[config.mk]
export PLATFORM = sky130hd
export DESIGN_NAME = seg_scan_ctrl
export DESIGN_NICKNAME = d
export VERILOG_FILES = /design/src/rtl/seg_scan_ctrl.sv
export SDC_FILE = /design/constraint.sdc
export NUM_CORES = 1
export LEC_CHECK = 0
export ABC_AREA = 1
export CELL_PAD_IN_SITES_DETAIL_PLACEMENT = 1
export CELL_PAD_IN_SITES_GLOBAL_PLACEMENT = 1
export CORE_MARGIN = 2
export CORE_UTILIZATION = 32
export CTS_CLUSTER_DIAMETER = 60
export DETAILED_ROUTE_END_ITERATION = 16
export MAX_ROUTING_LAYER = met4
export PLACE_DENSITY_LB_ADDON = 0.1
export SYNTH_ARGS = -nofsm -noshare
export SYNTH_HDL_FRONTEND = slang
export SYNTH_SLANG_ARGS = --single-unit
[constraint.sdc]
create_clock -name clk -period 2.7 [get_ports clk]
set_input_delay 0.81 -clock clk [delete_from_list [all_inputs] [get_ports clk]]
set_output_delay 0.81 -clock clk [all_outputs]
set_load 0.005 [all_outputs]
[src/rtl/seg_scan_ctrl.sv]
// Four-digit multiplexed 7-segment scanner with a shadow register that
// takes new data only at frame boundaries, plus leading-zero blanking and an "Err" mode.
module seg_scan_ctrl #(
   parameter int DIV = 4
) (
   input  logic        clk,
   input  logic        rst_n,
   input  logic        load,
   input  logic [15:0] value,
   input  logic        err,
   input  logic        clr,
   output logic        ready,
   output logic [7:0]  seg,
   output logic [3:0]  dig_en
);

   localparam int CW = $clog2(DIV);
   localparam logic [CW-1:0] CNT_MAX = CW'(DIV - 1);

   typedef enum logic {IDLE = 1'b0, SCAN = 1'b1} state_t;

   state_t        state_r, state_s;
   logic [CW-1:0] cnt_r, cnt_s;
   logic [1:0]    dig_r, dig_s;
   logic [15:0]   act_val_r, act_val_s, shd_val_r, shd_val_s;
   logic          act_err_r, act_err_s, shd_err_r, shd_err_s;
   logic          pend_r, pend_s, ready_r, ready_s;
   logic          frame_end_s;
   logic [7:0]    seg_s;
   logic [3:0]    dig_en_s;
   logic [3:0]    nib_s;
   logic          blank_s;

   function automatic logic [7:0] digit_pattern(input logic [3:0] nib);
      case (nib)
         4'd0:    digit_pattern = 8'b0111_1110;
         4'd1:    digit_pattern = 8'b0011_0000;
         4'd2:    digit_pattern = 8'b0110_1101;
         4'd3:    digit_pattern = 8'b0111_1001;
         4'd4:    digit_pattern = 8'b0011_0011;
         4'd5:    digit_pattern = 8'b0101_1011;
         4'd6:    digit_pattern = 8'b0101_1111;
         4'd7:    digit_pattern = 8'b0111_0000;
         4'd8:    digit_pattern = 8'b0111_1111;
         4'd9:    digit_pattern = 8'b0111_1011;
         default: digit_pattern = 8'b0100_1111;
      endcase
   endfunction

   // State register and all datapath registers.
   always_ff @(posedge clk or negedge rst_n) begin
      if (!rst_n) begin
         state_r   <= IDLE;
         cnt_r     <= {CW{1'b0}};
         dig_r     <= 2'd0;
         act_val_r <= 16'h0000;
         act_err_r <= 1'b0;
         shd_val_r <= 16'h0000;
         shd_err_r <= 1'b0;
         pend_r    <= 1'b0;
         ready_r   <= 1'b1;
      end else begin
         state_r   <= state_s;
         cnt_r     <= cnt_s;
         dig_r     <= dig_s;
         act_val_r <= act_val_s;
         act_err_r <= act_err_s;
         shd_val_r <= shd_val_s;
         shd_err_r <= shd_err_s;
         pend_r    <= pend_s;
         ready_r   <= ready_s;
      end
   end

   // Next-state: scan timing, shadow capture and frame-boundary commit.
   always_comb begin
      state_s     = state_r;
      cnt_s       = cnt_r;
      dig_s       = dig_r;
      act_val_s   = act_val_r;
      act_err_s   = act_err_r;
      shd_val_s   = shd_val_r;
      shd_err_s   = shd_err_r;
      pend_s      = pend_r;
      ready_s     = ready_r;
      frame_end_s = (state_r == SCAN) && (dig_r == 2'd3) && (cnt_r == CNT_MAX);
      if (clr) begin
         state_s   = IDLE;
         cnt_s     = {CW{1'b0}};
         dig_s     = 2'd0;
         act_val_s = 16'h0000;
         act_err_s = 1'b0;
         pend_s    = 1'b0;
         ready_s   = 1'b1;
      end else begin
         case (state_r)
            IDLE: begin
               if (pend_r) begin
                  act_val_s = shd_val_r;
                  act_err_s = shd_err_r;
                  pend_s    = 1'b0;
                  ready_s   = 1'b1;
                  state_s   = SCAN;
                  cnt_s     = {CW{1'b0}};
                  dig_s     = 2'd0;
               end else begin
                  state_s = IDLE;
               end
            end
            SCAN: begin
               if (cnt_r == CNT_MAX) begin
                  cnt_s = {CW{1'b0}};
                  dig_s = dig_r + 2'd1;
               end else begin
                  cnt_s = cnt_r + CW'(1);
               end
               if (frame_end_s && pend_r) begin
                  act_val_s = shd_val_r;
                  act_err_s = shd_err_r;
                  pend_s    = 1'b0;
                  ready_s   = 1'b1;
               end else begin
                  pend_s = pend_r;
               end
            end
            default: state_s = IDLE;
         endcase
         // ready=1 implies nothing is pending, so this never collides with a commit.
         if (load && ready_r) begin
            shd_val_s = value;
            shd_err_s = err;
            pend_s    = 1'b1;
            ready_s   = 1'b0;
         end else begin
            shd_val_s = shd_val_s;
         end
      end
   end

   // Output decode from registered state only; cnt=0 is a dark guard slot.
   always_comb begin
      seg_s    = 8'h00;
      dig_en_s = 4'b0000;
      nib_s    = act_val_r[{dig_r, 2'b00} +: 4];
      case (dig_r)
         2'd0:    blank_s = 1'b0;
         2'd1:    blank_s = (act_val_r[15:4] == 12'h000);
         2'd2:    blank_s = (act_val_r[15:8] == 8'h00);
         2'd3:    blank_s = (act_val_r[15:12] == 4'h0);
         default: blank_s = 1'b0;
      endcase
      if ((state_r == SCAN) && (cnt_r != {CW{1'b0}})) begin
         dig_en_s = 4'b0001 << dig_r;
         if (act_err_r) begin
            case (dig_r)
               2'd3:    seg_s = 8'b0100_1111;
               2'd2:    seg_s = 8'b0000_0101;
               2'd1:    seg_s = 8'b0000_0101;
               default: seg_s = 8'b0000_0000;
            endcase
         end else if (blank_s) begin
            seg_s = 8'h00;
         end else begin
            seg_s = digit_pattern(nib_s);
         end
      end else begin
         seg_s    = 8'h00;
         dig_en_s = 4'b0000;
      end
   end

   assign ready  = ready_r;
   assign seg    = seg_s;
   assign dig_en = dig_en_s;

endmodule
==> results of run 1 <==
## per-layer routing
layer / vias up / global-route usage [%]
met5: - / -
met4: 0 / 5.292
met3: 9 / 2.770
met2: 29 / 26.40
met1: 889 / 20.64
li1: 1013 / -
## metrics by stage
step | cells | hold slack, ps | utilization (%) | worst slack (ps)
after floorplan | 281 | 442.2 | - | 199.4
after global placement | 424 | 461.5 | 39.60 | -257.6
after detailed placement | 424 | 463.9 | 39.60 | -300.3
after CTS | 444 | 483.6 | 43.28 | -105.6
after global routing | 447 | 510.5 | 44.66 | -224.2
final | 447 | 478.4 | 44.66 | -100.5
## report_power, final
part / total [uW] / switching [uW] / internal [uW]
logic: 475 / 269 / 205
registers: 777 / 63.9 / 713
clock network: 463 / 227 / 236
## timing repair
| action | in CTS | in global routing |
|---|---|---|
| endpoints found under the setup margin | 11 | 9 |
| pin swaps | 14 | 12 |
| gates cloned | 0 | 0 |
| setup buffers | 12 | 3 |
| hold buffers | 0 | 0 |
| resized for setup | 60 | 19 |
## worst min-delay path, cell delays in order, from the launching register on
cell and delay, ps:
dfrtp_1 350, nand2_1 50, nand2_1 50
## synthesized netlist by cell type
| cell type | n |
|---|---|
| o31ai_4 | 1 |
| o21ai_1 | 10 |
| o21ai_0 | 7 |
| ha_1 | 12 |
| inv_2 | 7 |
| a21oi_1 | 7 |
| nand3_1 | 14 |
| buf_6 | 1 |
| nand2_4 | 2 |
| o21ai_2 | 9 |
| conb_1 | 1 |
| clkinv_2 | 1 |
| nand3b_1 | 1 |
| nand2_1 | 101 |
| dfrtp_1 | 40 |
| nor2_4 | 2 |
| buf_2 | 2 |
| a32oi_1 | 1 |
| inv_6 | 1 |
| buf_12 | 2 |
| inv_4 | 1 |
| nand4_1 | 1 |
| nand3_4 | 1 |
| nand3_2 | 11 |
| dfstp_2 | 1 |
| inv_1 | 23 |
| nor2_1 | 15 |
| nor2_2 | 2 |
| nor3_1 | 1 |
| buf_4 | 3 |
## area by class of cell
cell class | count | area share, %
Timing Repair Buffer | 67 | 17.49
Tap cell | 99 | 3.866
Sequential cell | 41 | 32.10
Clock buffer | 7 | 3.007
Multi-Input combinational cell | 199 | 39.13
Inverter | 33 | 4.139
Clock inverter | 1 | 0.2733
## logic make-up (layout without fill, tap and decap cells)
group / count (synthesis) / count (layout) / synth area share, %
buf+inv: 41 / 108 / 9.266
compound gates: 35 / 35 / 9.802
fa+ha+maj: 12 / 12 / 6.427
flops: 41 / 41 / 43.97
other cells: 1 / 1 / 0.1605
simple gates: 151 / 151 / 30.37
## how the worst max path moves through the flow
stage	start	end	slack, ps	depth (start not counted)
2_1_floorplan	dig_r[0]$_DFFE_PN0P_	seg[3]	200	10
3_3_place_gp	dig_r[0]$_DFFE_PN0P_	seg[3]	-260	10
3_5_place_dp	dig_r[0]$_DFFE_PN0P_	seg[3]	-300	10
4_1_cts	dig_r[0]$_DFFE_PN0P_	seg[3]	-110	10
5_1_grt	dig_r[0]$_DFFE_PN0P_	seg[3]	-220	10
6_report	dig_r[0]$_DFFE_PN0P_	seg[3]	-100	10
## sequential cells by signal (all words and copies together), names as in the netlist
| signal | cells |
|---|---|
| act_val_r | 16 |
| shd_val_r | 16 |
| cnt_r | 2 |
| dig_r | 2 |
| act_err_r | 1 |
| pend_r | 1 |
| ready | 1 |
| shd_err_r | 1 |
| state_r | 1 |
==> qor.yml, run 1 <==
crit_fanout: 6
avgSynthCellArea_um2: 8.313
syn_nets: 314
powerDensity_nw_per_um2: 535.0
cp_common_cell: "inv_2"
m1WireLength_um: 2670
endpoint_kind: "output pin"
drv_slew: 0
io_buffer_count: 32
ys_warn_count: 0
routed_wl_um: 5725
fin_skew_ps: 10.45
syn2layout_area_growth_pct: 37.17
grt_max_degree: 42
clk_pin_slew_ps: 80
clk_latency_ps: 300
wl_met3_um: 153
drv_cap: 0
gp_congestion: 0.7891
worst_path_dominant_cell_family: "flip-flops"
cts_sinks: 41
period_needed_ps: 2801
ys_types: 30
reg2reg_from: "dig_r[0]$_DFFE_PN0P_"
fmax_ghz: 0.3571
postRouteAntennaNets: 0
dieArea_um2: 8000
drt_drc_violations_left: 0
final.setup.worst_slack_ps: -100.5
synth_area_leaders: "dfrtp_1, nand2_1, ha_1"
wl_met2_um: 2798
die_w_um: 89.44
run_status: "finished with violations"
antenna_found_initial: 0
final.setup.tns_ps: -301.9
cts_max_path_buffers: 2
yosysTopAreaCell: "dfrtp_1"
first_pass_iters: 3
total_power_uw: 1714
fin_nets: 380
worst_pin_slew_ps: 540.6
path_cells: "inv_4 -> nand2_1 -> a32oi_2 -> inv_2 -> ha_4 -> inv_2 -> nor2_4 -> o21ai_1 -> a21oi_1 -> buf_2"
post-route-period-util_pct: 103.7
r2r_cells: 10
grt_pass1_wl_um: 9694
syn_area_um2: 2336
seq_area_um2: 1028
overflow: 0
reg2reg_to: "act_val_r[14]$_DFFE_PN0P_"
leakagePower_uw: 0.001574
rsz0062_at_grt: "yes"
worstSetupPathType: "flop to output pin"
io_pins: 34
fin_area_um2: 3204
path_buf_inv: 4
wl_per_cell_um: 12.81
n_antenna_cell: 0
cp.arrival_ps: 1990
max_stage_delay_ps: 480
multi_input_comb_area_um2: 1254
numCtsBuffers: 5
violations: "negative setup slack"
design.core.area_um2: 7176
whs_path_depth: 2
final_common_cell: "nand2_1"
fillers: 876
cts.htree.levels: 2
final_cell_mix: "nand2_1, dfrtp_1, buf_4"
seq_area_frac_synth_pct: 43.97
vdd_ir_drop_max_v: 0.0002025
vias: 1940
highest_layer: "met4"
drive_above_1_share_pct: 35.34
start_kind: "flop"
grt_usage_pct: 16.26
setup_viol: 6
synthCells: 281
grt_pass1_vias: 2012
initial_core_util_pct: 32.55
whs_endpoint: "shd_val_r[10]$_DFFE_PN0P_"
slew_headroom_pct: 63.96
fp.dieH_um: 89.44
cts_tree: "built"
place_area_um2: 2841
hold_violations: 0
dp_hpwl_um: 3966
first_iter_violations: 69
synth_seq_cells: 41
yosys.area.top_type_share_pct: 42.85
cts_root_buffer: "clkbuf_8"
slowest_stage: "dfrtp_2"
viasPerCell: 4.340
holdCritPathClass: "flop to flop"
rows: 31
hp-start: "shd_val_r[10]$_DFFE_PN0P_"
crit_required_ps: 1890
reg2reg_slack_ps: 710
Note: power is estimated with default switching activity, not from simulation.
==> run 2, diff against run 1 <==
--- a/config.mk
+++ b/config.mk
@@ -13,7 +13,7 @@
 export CTS_CLUSTER_DIAMETER = 60
 export DETAILED_ROUTE_END_ITERATION = 16
 export MAX_ROUTING_LAYER = met4
-export PLACE_DENSITY_LB_ADDON = 0.1
+export PLACE_DENSITY_LB_ADDON = 0.12
 export SYNTH_ARGS = -nofsm -noshare
 export SYNTH_HDL_FRONTEND = slang
 export SYNTH_SLANG_ARGS = --single-unit
==> run 2 against run 1 <==
  * The flow still finishes with violations (negative setup slack)
  * Via count rose by 1.0%
  * Sequential power is essentially flat
  * Die area unchanged
  * Utilization is essentially flat
  * Register-to-register slack about the same
  * Worst setup slack worse by 11 ps
  * Global-route usage grew 0.20 points
  * Flip-flop and latch count is the same
  * First-iteration DRC count is 45% higher
  * Largest cell class unchanged
  * Non-clock buffer count fell by 1
==> qor.yml, run 2 (synthesis gave the netlist of run 1 again) <==
overflow: 0  # unchanged
slowest_stage: "dfrtp_2"  # unchanged
setup_viol: 6  # unchanged
grt_use_met3_pct: 2.770  # unchanged
drv_slew: 0  # unchanged
crit_fanout: 6  # unchanged
viasPerCell: 4.395  # was 4.340
drv_cap: 0  # unchanged
holdCritPathClass: "flop to flop"  # unchanged
dp_hpwl_um: 4154  # was 3966 um
fin_util_pct: 44.62  # was 44.66%
dp_cells: 426  # was 424
postRouteAntennaNets: 0  # unchanged
routed_wl_um: 5844  # was 5725 um
largest_registers: "act_val_r: 16 flops, shd_val_r: 16 flops"  # unchanged
drive_above_1_share_pct: 35.45  # was 35.34%
slew_headroom_pct: 63.04  # was 63.96%
clk_latency_ps: 300  # about the same
r2r_cells: 10  # unchanged
cp.arrival_ps: 2000  # was 1990 ps
grt_pass1_vias: 1955  # was 2012
syn2layout_area_growth_pct: 37.06  # was 37.17%
fillers: 857  # was 876
crit_required_ps: 1890  # about the same
wl_per_cell_um: 13.10  # was 12.81 um
fmax_ghz: 0.3557  # was 0.3571 GHz
rsz0062_at_grt: "yes"  # unchanged
cts_tree: "built"  # unchanged
hold_violations: 0  # unchanged
vdd_ir_drop_max_v: 0.0002456  # was 0.0002025 V
endpoint_kind: "output pin"  # unchanged
fin_skew_ps: 8.561  # was 10.45 ps
io_buffer_count: 32  # unchanged
dieArea_um2: 8000  # unchanged
io_pins: 34  # unchanged
top_usage_layer: "met2"  # unchanged
first_pass_iters: 4  # was 3
drt_drc_violations_left: 0  # unchanged
run_status: "finished with violations"  # unchanged
final.setup.worst_slack_ps: -111.5  # was -100.5 ps
final_cell_mix: "nand2_1, dfrtp_1, buf_4"  # unchanged
numCtsBuffers: 5  # unchanged
fin_cells: 446  # was 447
cp_common_cell: "a21oi_1"  # was inv_2
post-route-period-util_pct: 104.1  # was 103.7%
n_antenna_cell: 0  # unchanged
leakagePower_uw: 0.001548  # was 0.001574 uW
worstSetupPathType: "flop to output pin"  # unchanged
cts_max_path_buffers: 2  # unchanged
whs_path_depth: 2  # unchanged
fp.dieH_um: 89.44  # unchanged
gp_congestion: 0.7987  # was 0.7891
grtUsageMet2_pct: 26.40  # unchanged
worst_pin_slew_ps: 554.4  # was 540.6 ps
grt_usage_pct: 16.47  # was 16.26%
cts_sinks: 41  # unchanged
path_cells: "a21oi_1 -> a32oi_2 -> buf_4 -> ha_4 -> nand3b_1 -> nand3_1 -> nand2_2 -> a21oi_1 -> buf_2"  # was inv_4 -> nand2_1 -> a32oi_2 -> inv_2 -> ha_4 -> inv_2 -> nor2_4 -> o21ai_1 -> a21oi_1 -> buf_2
grt_pass1_wl_um: 9632  # was 9694 um
final_common_cell: "nand2_1"  # unchanged
grt_max_degree: 22  # was 42
cts_root_buffer: "clkbuf_8"  # unchanged
antenna_found_initial: 0  # unchanged
design.core.area_um2: 7176  # unchanged
path_depth: 9  # was 10
powerDensity_nw_per_um2: 534.1  # was 535.0 nW/um^2
fin_nets: 379  # was 380
first_iter_violations: 100  # was 69
vias: 1960  # was 1940
final.setup.tns_ps: -565.3  # was -301.9 ps
clk_pin_slew_ps: 80  # about the same
die_w_um: 89.44  # unchanged
rows: 31  # unchanged
violations: "negative setup slack"  # unchanged
path_buf_inv: 2  # was 4
initial_core_util_pct: 32.55  # unchanged
total_power_uw: 1710  # was 1714 uW
met1_usage_pct: 21.41  # was 20.64%
worst_path_dominant_cell_family: "flip-flops"  # unchanged
start_kind: "flop"  # unchanged
cts.htree.levels: 2  # unchanged
max_stage_delay_ps: 470  # was 480 ps
period_needed_ps: 2812  # was 2801 ps
-- run 2: power by group --
group / switching, uW / internal, uW / leakage [uW]
Sequential: 64.4 / 713 / 0.000528
Combinational: 269 / 197 / 0.000966
Clock: 231 / 236 / 0.0000549
-- run 2: timing repair --
| item | CTS | global route |
|---|---|---|
| gates resized for setup | 63 | 14 |
| setup endpoints to repair | 11 | 9 |
| hold buffers | 0 | 0 |
| pin swaps | 15 | 10 |
| setup buffers | 9 | 3 |
-- run 2: metal layers --
metal,share of wire [%],wire length (um),vias up
met5,0,0,-
met4,1.3,77,0
met3,2.5,147,5
met2,48,2815,32
met1,48,2804,915
li1,-,-,1008
-- run 2: cell type report --
| type | instances | area (um^2) | share of cell area (%) |
|---|---|---|---|
| multi-input combinational | 199 | 1241 | 38.77 |
| tap | 99 | 123.9 | 3.869 |
| inverter | 33 | 132.6 | 4.142 |
| sequential | 41 | 1028 | 32.12 |
| timing repair buffer | 66 | 570.5 | 17.82 |
| clock buffer | 7 | 96.34 | 3.009 |
| clock inverter | 1 | 8.758 | 0.2735 |
-- run 2: path summary, 6_finish.rpt --
| kind | startpoint | to | slack, ps |
|---|---|---|---|
| max reg2reg | dig_r[0]$_DFFE_PN0P_ | act_val_r[0]$_DFFE_PN0P_ | 700 |
| min reg2reg | shd_val_r[10]$_DFFE_PN0P_ | shd_val_r[10]$_DFFE_PN0P_ | 480 |
| min | shd_val_r[10]$_DFFE_PN0P_ | shd_val_r[10]$_DFFE_PN0P_ | 480 |
| max | dig_r[0]$_DFFE_PN0P_ | seg[1] | -110 |
| max in group asynchronous | rst_n | ready$_DFFE_PN1P_ | 1620 |
| min in group asynchronous | rst_n | cnt_r[0]$_DFFE_PN0P_ | 490 |
-- run 2: worst reg2reg max path, stage by stage, from the launching register on --
cell	delay [ps]
dfrtp_2	460
buf_6	120
buf_4	120
ha_2	200
inv_2	40
buf_4	140
o31ai_4	240
nand2_4	190
inv_6	240
nand3_1	120
o21ai_1	90
-- run 2: stage by stage --
stage               instance area, um^2  setup slack, ps  hold WS (ps)
floorplan                          2336            199.4         442.2
global placement                   2869           -247.9         458.1
detailed placement                 2869           -305.3         460.4
CTS                                3131           -98.37         482.1
global route                       3202           -221.7         520.4
finish                             3202           -111.5         483.2
==> run 3, diff against run 2 <==
--- a/config.mk
+++ b/config.mk
@@ -10,7 +10,6 @@
 export CELL_PAD_IN_SITES_GLOBAL_PLACEMENT = 1
 export CORE_MARGIN = 2
 export CORE_UTILIZATION = 32
-export CTS_CLUSTER_DIAMETER = 60
 export DETAILED_ROUTE_END_ITERATION = 16
 export MAX_ROUTING_LAYER = met4
 export PLACE_DENSITY_LB_ADDON = 0.12
==> results of run 3 <==
Same layout as run 2: the final DEF is identical, and so are final timing and power.
